**src/rtl/bcd_seg_scanner.sv**
```systemverilog
// Five-digit BCD seven-segment scanner: prescaled digit multiplexing with an anti-ghost guard,
// leading-zero blanking, a dash for invalid codes, and frame-aligned display updates.
module bcd_seg_scanner #(
    parameter int unsigned CLK_DIV        = 50000,
    parameter int unsigned GUARD          = 16,
    parameter bit          BLANK_LZ       = 1'b1,
    parameter bit          SEG_ACTIVE_LOW = 1'b1,
    parameter bit          AN_ACTIVE_LOW  = 1'b1
) (
    input  logic       clk,
    input  logic       reset,
    input  logic       load,
    input  logic [3:0] BCD0,
    input  logic [3:0] BCD1,
    input  logic [3:0] BCD2,
    input  logic [3:0] BCD3,
    input  logic [3:0] BCD4,
    input  logic       enable,
    output logic [6:0] seg,
    output logic [4:0] an,
    output logic       pending,
    output logic       frame_done
);

    localparam int unsigned    CNT_W     = (CLK_DIV > 1) ? $clog2(CLK_DIV) : 1;
    localparam logic [CNT_W-1:0] CNT_MAX   = CNT_W'(CLK_DIV - 1);
    localparam logic [CNT_W-1:0] CNT_GUARD = CNT_W'(GUARD);
    localparam logic [2:0]     IDX_LAST  = 3'd4;
    localparam logic [6:0]     SEG_OFF   = SEG_ACTIVE_LOW ? 7'h7F : 7'h00;
    localparam logic [4:0]     AN_OFF    = AN_ACTIVE_LOW ? 5'h1F : 5'h00;

    typedef logic [3:0]  bcd_t;
    typedef bcd_t [4:0]  digits_t;

    // Active-high pattern {g,f,e,d,c,b,a}; anything outside 0-9 renders as a dash.
    function automatic logic [6:0] decode(input bcd_t d);
        logic [6:0] s;
        case (d)
            4'd0:    s = 7'h3F;
            4'd1:    s = 7'h06;
            4'd2:    s = 7'h5B;
            4'd3:    s = 7'h4F;
            4'd4:    s = 7'h66;
            4'd5:    s = 7'h6D;
            4'd6:    s = 7'h7D;
            4'd7:    s = 7'h07;
            4'd8:    s = 7'h7F;
            4'd9:    s = 7'h6F;
            default: s = 7'h40;
        endcase
        return s;
    endfunction

    logic [CNT_W-1:0] cnt_q, cnt_d;
    logic [2:0]       idx_q, idx_d;
    digits_t          pend_q, pend_d;
    digits_t          disp_q, disp_d;
    logic             pending_q, pending_d;
    logic             frame_done_q, frame_done_d;
    logic [6:0]       seg_q, seg_d;
    logic [4:0]       an_q, an_d;

    logic    tick;
    logic    frame_end;
    digits_t bcd_in;

    assign tick      = (cnt_q == CNT_MAX);
    assign frame_end = tick && (idx_q == IDX_LAST);
    assign bcd_in    = {BCD4, BCD3, BCD2, BCD1, BCD0};

    // Prescaler and digit index.
    always_comb begin
        // NOTE: every signal assigned here gets a default first, so no path leaves it
        // unassigned and no latch is inferred.
        cnt_d = cnt_q + CNT_W'(1);
        idx_d = idx_q;
        if (tick) begin
            cnt_d = '0;
            idx_d = (idx_q == IDX_LAST) ? 3'd0 : idx_q + 3'd1;
        end
    end

    // Double buffer: the old pending value is promoted before a same-cycle load replaces it.
    always_comb begin
        pend_d       = pend_q;
        disp_d       = disp_q;
        pending_d    = pending_q;
        frame_done_d = frame_end;
        if (frame_end && pending_q) begin
            disp_d    = pend_q;
            pending_d = 1'b0;
        end
        if (load) begin
            pend_d    = bcd_in;
            pending_d = 1'b1;
        end
    end

    // blank[i]: digit i and every digit above it are zero; digit 0 always shows.
    logic [4:0] blank;
    always_comb begin
        logic nz_above;
        nz_above = 1'b0;
        blank    = '0;
        for (int i = 4; i >= 0; i--) begin
            nz_above = nz_above || (disp_q[i] != 4'd0);
            blank[i] = BLANK_LZ && (i != 0) && !nz_above;
        end
    end

    bcd_t       cur_digit;
    logic       cur_blank;
    logic [4:0] cur_onehot;
    logic       show;

    always_comb begin
        cur_digit  = disp_q[0];
        cur_blank  = blank[0];
        cur_onehot = 5'b00001;
        case (idx_q)
            3'd1: begin cur_digit = disp_q[1]; cur_blank = blank[1]; cur_onehot = 5'b00010; end
            3'd2: begin cur_digit = disp_q[2]; cur_blank = blank[2]; cur_onehot = 5'b00100; end
            3'd3: begin cur_digit = disp_q[3]; cur_blank = blank[3]; cur_onehot = 5'b01000; end
            3'd4: begin cur_digit = disp_q[4]; cur_blank = blank[4]; cur_onehot = 5'b10000; end
            default: ;
        endcase
    end

    // Guard window at the start of each slot keeps all anodes off while segments settle.
    assign show = enable && (cnt_q >= CNT_GUARD) && !cur_blank;

    always_comb begin
        an_d  = AN_OFF;
        seg_d = SEG_OFF;
        if (show) begin
            an_d  = AN_ACTIVE_LOW  ? ~cur_onehot        : cur_onehot;
            seg_d = SEG_ACTIVE_LOW ? ~decode(cur_digit) : decode(cur_digit);
        end
    end

    // NOTE: state registers use non-blocking assignments so every register samples the
    // pre-edge values of the others, independent of statement order.
    always_ff @(posedge clk) begin
        if (reset) begin
            cnt_q        <= '0;
            idx_q        <= '0;
            // NOTE: the digit buffers are only five nibbles of flops, and a cleared display
            // after reset is visible behaviour, so they are reset rather than left undefined.
            pend_q       <= '0;
            disp_q       <= '0;
            pending_q    <= 1'b0;
            frame_done_q <= 1'b0;
            seg_q        <= SEG_OFF;
            an_q         <= AN_OFF;
        end else begin
            cnt_q        <= cnt_d;
            idx_q        <= idx_d;
            pend_q       <= pend_d;
            disp_q       <= disp_d;
            pending_q    <= pending_d;
            frame_done_q <= frame_done_d;
            seg_q        <= seg_d;
            an_q         <= an_d;
        end
    end

    assign seg        = seg_q;
    assign an         = an_q;
    assign pending    = pending_q;
    assign frame_done = frame_done_q;

endmodule

```
**config.mk**
```make
export PLATFORM = sky130hd
export DESIGN_NAME = bcd_seg_scanner
export DESIGN_NICKNAME = d
export VERILOG_FILES = /design/src/rtl/bcd_seg_scanner.sv
export SDC_FILE = /design/constraint.sdc
export NUM_CORES = 1
export LEC_CHECK = 0
export ABC_CLOCK_PERIOD_IN_PS = 6410
export CAP_MARGIN = 30
export CELL_PAD_IN_SITES_DETAIL_PLACEMENT = 0
export CELL_PAD_IN_SITES_GLOBAL_PLACEMENT = 1
export CORE_MARGIN = 2
export CORE_UTILIZATION = 46
export DETAILED_ROUTE_END_ITERATION = 10
export HOLD_SLACK_MARGIN = 0.06
export PLACE_DENSITY = 0.9
export SYNTH_ARGS = -nofsm -noshare
export SYNTH_HDL_FRONTEND = slang
export SYNTH_SLANG_ARGS = --single-unit
```
**constraint.sdc**
```tcl
create_clock -name clk -period 6.41 [get_ports clk]
set_input_delay 1.282 -clock clk [delete_from_list [all_inputs] [get_ports clk]]
set_output_delay 1.282 -clock clk [all_outputs]
set_load 0.03 [all_outputs]
```
==> out/summary.txt, run 1 <==
Status: finished, final reports clean
Top-count cell post-synth: dfxtp_1
Inserted Clock Buffers: 9
P_leak: 1.67 nW
Top post-synthesis cells by area: dfxtp_1, mux2i_1, nor2_1, ha_1, xor2_1
GRT Total Usage: 17.7%
Reg-to-reg endpoint: seg[3]$_SDFF_PP1_
Hold Startpoint: cnt_q[0]$_SDFF_PP0_
DRT Wirelength: 6.16 mm
Fin crit period: 2.95 ns
Synth top cells by count: dfxtp_1, nor2_1, mux2i_1, ha_1, nand3_1
Cell count of the worst reg-to-reg path: 10
Placed cell area: 0.00360 mm²
Worst r2r src: idx_q[0]$_SDFFE_PP0N_
Final setup fails: 0
FF+latch count, synth: 73
Die area: 0.00765 mm²
DRT Pass-1 Iters: 4
Share of cells above drive strength 1: 7.86%
Share of the clock period used by the worst path: 46.0%
Hold Vio Cnt, Final: 0
Residual DRC: 0
Per-cell routed wire length: 13.7 µm
Die Height: 87.5 µm
Area leader, netlist: dfxtp_1
CTS clock-pin slew for the worst setup and hold paths: 0.08 ns
Postcts setup bufs: 0
Hold Path End: cnt_q[0]$_SDFF_PP0_
RSZ-0062 raised after global routing: false
Synth top area share: 45.6%
Final net count: 400
CP endpoint kind: register
P per Cell Area: 249 mW/mm²
Share of flip-flops with an asynchronous set or reset: 0%
Distinct cells, synth: 53
Starting Density: 47.4%
CP max stage delay: 0.56 ns
Setup Total Neg Slack: 0 ns
Vias in the first global route: 2272
DRT antenna net count: 0
Crit Path Class: register to register
Sequential area share after synthesis: 45.6%
Hold buffers post-CTS: 0
CTS sink count: 73
Synthesized area per cell: 9.68 µm²
Slew HR: 57.0%
H-tree Lvls: 3
First-pass GRT wire length: 10.6 mm
CP startpoint kind: register
IO buf count: 37
Max Cap Violations: 0
Placer Congestion: 0.800
Clk buf depth: 2
Mapped Cells: 331
HPWL Detailed: 4.29 mm
R2r setup slk: 3.46 ns
Crit-path slowest cell: or4_4
Vias per inst: 5.25
Max VDD drop: 0.150 mV
Top Ports: 38
Core box area: 0.00676 mm²
Data required, critical path: 6.62 ns
EDFF count, synth: 0
Final Max Tran Viols: 0
DR vias: 2358
Fin Hold WS: 0.472 ns
Worst Skew: 0.00981 ns
DR iter-0 viols: 200
Fmax: 0.339 GHz
Area grow syn2layout: 20.3%
Initial antenna violation count: 0
Inserted Diodes: 0
Worst skew pair latency: 0.35 ns
Most used flip-flop cell after synthesis: dfxtp_1
CTS root buf: clkbuf_8
Hold depth: 1
Critical-path maximum fanout: 11
TritonCTS clock tree: built
Cell Chain, Critical Path: inv_1 -> ha_1 -> or4_4 -> and2_4 -> mux2_2 -> inv_1 -> ha_1 -> mux2_2 -> a211oi_1 -> o21ai_0
Die width: 87.5 µm
Worst Tran Pin Value: 0.643 ns
Yosys warns: 0
Syn nets: 367
Post-route cell area: 0.00385 mm²
Area of the mapped netlist: 0.00320 mm²
Resized cells post-CTS: 0
CP arrival: 3.16 ns
Total gr overflow: 0
Largest net degree at the start of global routing: 49
Worst Hold Class: register to register
# rows: 30
cell type report:
| class | count | area (µm²) |
|---|---|---|
| fill | 602 | 2900 |
| multi-input combinational | 233 | 1620 |
| sequential | 73 | 1460 |
| timing repair buffer | 39 | 393 |
| clock buffer | 12 | 155 |
| tap | 80 | 100 |
| clock inverter | 4 | 98.8 |
| inverter | 8 | 30.0 |
through the flow:
step                total power, mW  utilization [%]  cells  setup WS (ns)
floorplan                     0.501                -    331           3.67
global placement              0.520             53.1    432           3.37
detailed placement            0.522             53.3    433           3.32
CTS                           0.968             57.1    449           3.46
global route                  0.994             57.1    449           3.24
finish                        0.958             57.1    449           3.46
where the power goes:
part	internal (mW)	leakage, nW	switching (mW)	total (mW)
clock network	0.281	0.127	0.166	0.447
registers	0.463	0.593	0.00626	0.469
logic	0.0241	0.946	0.0181	0.0421
flip-flops by register name, summed over array words and instances (netlist names):
register and flops:
cnt_q 16, idx_q 3, pending 1, frame_done 1, disp_q 20, pend_q 20
an 5, seg 7
worst max-delay path: cells and delay by family, from the launching register on:
kind / cells / cell delay [ns]
fa+ha+maj: 2 / 0.47
flops: 1 / 0.40
mux: 2 / 0.57
compound gates: 2 / 0.41
simple gates: 2 / 0.77
buf+inv: 2 / 0.20
routing by layer:
metal / vias to the layer above / track usage, % / part of all wire, %
met5: - / 0 / 0
met4: 0 / 7.97 / 2.1
met3: 13 / 4.27 / 3.7
met2: 49 / 27.2 / 44
met1: 1086 / 23.5 / 50
li1: 1210 / - / -
how the worst max path moves through the flow:
stage / endpoint / from / cells after the start
after global routing: seg[0]$_SDFF_PP1_ / idx_q[0]$_SDFFE_PP0N_ / 10
final: seg[3]$_SDFF_PP1_ / idx_q[0]$_SDFFE_PP0N_ / 10
after global placement: an[1]$_SDFF_PP1_ / reset / 5
after CTS: seg[3]$_SDFF_PP1_ / idx_q[0]$_SDFFE_PP0N_ / 10
after detailed placement: seg[3]$_SDFF_PP1_ / reset / 5
after floorplan: seg[0]$_SDFF_PP1_ / idx_q[0]$_SDFFE_PP0N_ / 10
logic make-up (layout without fill, tap and decap cells):
group / count (synthesis) / count (layout) / synth area share (%)
AOI/OAI and AO/OA: 33 / 33 / 7.42
xor gates and xnor gates: 14 / 14 / 3.83
adders and majority gates: 12 / 12 / 4.69
buffers and inverters: 25 / 63 / 3.94
DFF: 73 / 73 / 45.6
muxes: 47 / 47 / 14.9
and+or+nand+nor: 127 / 127 / 19.6
cells in the final DEF (no fill, tap or decap), drive strengths merged, types with 6 or more instances in the layout:
cell,netlist,final
nand3,12,12
nand2,9,9
inv,8,8
a21oi,6,6
ha,12,12
nor2,67,67
clkbuf,6,12
o21ai,9,9
dfxtp,73,73
clkdlybuf4s50,0,37
xor2,9,9
mux2i,44,44
No activity file was read; power rests on OpenSTA's default activity.
==> inputs of run 2 (changes only) <==
Settings changed: ABC_CLOCK_PERIOD_IN_PS 6410 to 2820, CORE_UTILIZATION 46 to 43, PLACE_DENSITY 0.9 to 0.85.
Clock period 6.41 ns to 2.82 ns, I/O delays scaled along.
==> out/summary.txt, run 2 (synthesized netlist as in run 1, its figures left out) <==
Status: finished, final reports clean
RSZ-0062 raised after global routing: false
Crit Path Class: register to register
Inserted Diodes: 0
Starting Density: 44.2%
Worst Hold Class: register to register
Final Max Tran Viols: 0
Most frequent cells in the layout: dfxtp_1, nor2_1, mux2i_1
DRT Pass-1 Iters: 4
Max Cap Violations: 0
Fin crit period: 2.64 ns
DRT Wirelength: 6.30 mm
Max VDD drop: 0.294 mV
Area grow syn2layout: 21.7%
Final setup margin: 0.176 ns
Final net count: 406
TritonCTS clock tree: built
Vias per inst: 5.07
Placer Congestion: 0.851
Biggest regs: disp_q: 20 flops, pend_q: 20 flops, cnt_q: 16 flops
Fill count: 691
CP arrival: 2.85 ns
Vias in the first global route: 2280
Cell total after placement: 455
Top Ports: 38
Total gr overflow: 0
Worst skew pair latency: 0.35 ns
Worst Tran Pin Value: 0.480 ns
Slew HR: 67.9%
CTS sink count: 73
Fmax: 0.378 GHz
Residual DRC: 0
Share of the clock period used by the worst path: 93.7%
Data required, critical path: 3.03 ns
Die Height: 90.3 µm
HPWL Detailed: 4.34 mm
First-pass GRT wire length: 11.0 mm
Commonest non-fill, non-tap cell in the layout: dfxtp_1
IO buf count: 37
P_leak: 1.68 nW
Worst Skew: 0.0107 ns
# rows: 31
Clk buf depth: 2
DR vias: 2405
Share of cells above drive strength 1: 10.4%
R2r setup slk: 0.18 ns
Critical-path maximum fanout: 7
H-tree Lvls: 3
P per Cell Area: 531 mW/mm²
Final Non-Filler Cells: 474
CP endpoint kind: register
GRT Total Usage: 16.4%
Pre-CTS WS: -0.0239 ns
Inserted Clock Buffers: 9
CP startpoint kind: register
Per-cell routed wire length: 13.3 µm
DR iter-0 viols: 119
Core box area: 0.00725 mm²
Die width: 90.3 µm
DRT antenna net count: 0
Largest net degree at the start of global routing: 48
CTS clock-pin slew for the worst setup and hold paths: 0.08 ns
Die area: 0.00816 mm²
Initial antenna violation count: 0
Hold Vio Cnt, Final: 0
Final setup fails: 0
CTS root buf: clkbuf_8
-- run 2: metal layers --
| metal | vias to the layer above | global-route usage (%) | share of wire, % |
|---|---|---|---|
| met2 | 45 | 24.6 | 44 |
| met5 | - | 0 | 0 |
| met1 | 1116 | 22.6 | 51 |
| li1 | 1230 | - | - |
| met4 | 0 | 7.44 | 2.1 |
| met3 | 14 | 3.51 | 3.5 |
-- run 2: path summary, 6_finish.rpt --
path         cells after the start                   from                  end
max                              9  idx_q[0]$_SDFFE_PP0N_    seg[0]$_SDFF_PP1_
min                              1    cnt_q[0]$_SDFF_PP0_  cnt_q[0]$_SDFF_PP0_
max reg2reg                      9  idx_q[0]$_SDFFE_PP0N_    seg[0]$_SDFF_PP1_
min reg2reg                      1    cnt_q[0]$_SDFF_PP0_  cnt_q[0]$_SDFF_PP0_
-- run 2: where the power goes --
part / internal (mW) / total (mW) / switching (mW)
sequential: 1.05 / 1.07 / 0.0147
combinational: 0.0535 / 0.0933 / 0.0398
clock: 0.505 / 0.911 / 0.406
-- run 2: through the flow --
step                cell area, µm²  hold WS [ns]  util, %  setup TNS [ns]  power (mW)
detailed placement            3640         0.448     50.2         -0.0250        1.19
global route                  3900         0.486     53.8               0        2.15
finish                        3900         0.466     53.8               0        2.07
CTS                           3870         0.467     53.3               0        2.09
floorplan                     3200         0.426        -               0        1.14
global placement              3640         0.440     50.2               0        1.18
-- run 2: worst max-delay path: stages, from the launching register on --
cell and delay [ns]:
dfxtp_4 0.38, inv_1 0.07, ha_1 0.21, or4_4 0.53, and2_4 0.19, mux2_4 0.33
ha_1 0.22, mux2_2 0.28, a211oi_2 0.20, o21ai_0 0.11
-- run 2: what timing repair did --
item,CTS,global route
endpoints found under the setup margin,2,2
resized for setup,1,4
hold buffers,0,0
pin swaps,0,1
cloned,0,0
buffers inserted,0,3
-- run 2: final cells by class --
class                           instances  area [µm²]  area share [%]
Multi-Input combinational cell        233        1630            41.7
Inverter                                8        30.0           0.770
Sequential cell                        73        1470            37.6
Clock buffer                            9         124            3.18
Clock inverter                          7         101            2.60
Tap cell                               99         124            3.18
Timing Repair Buffer                   45         430            11.0
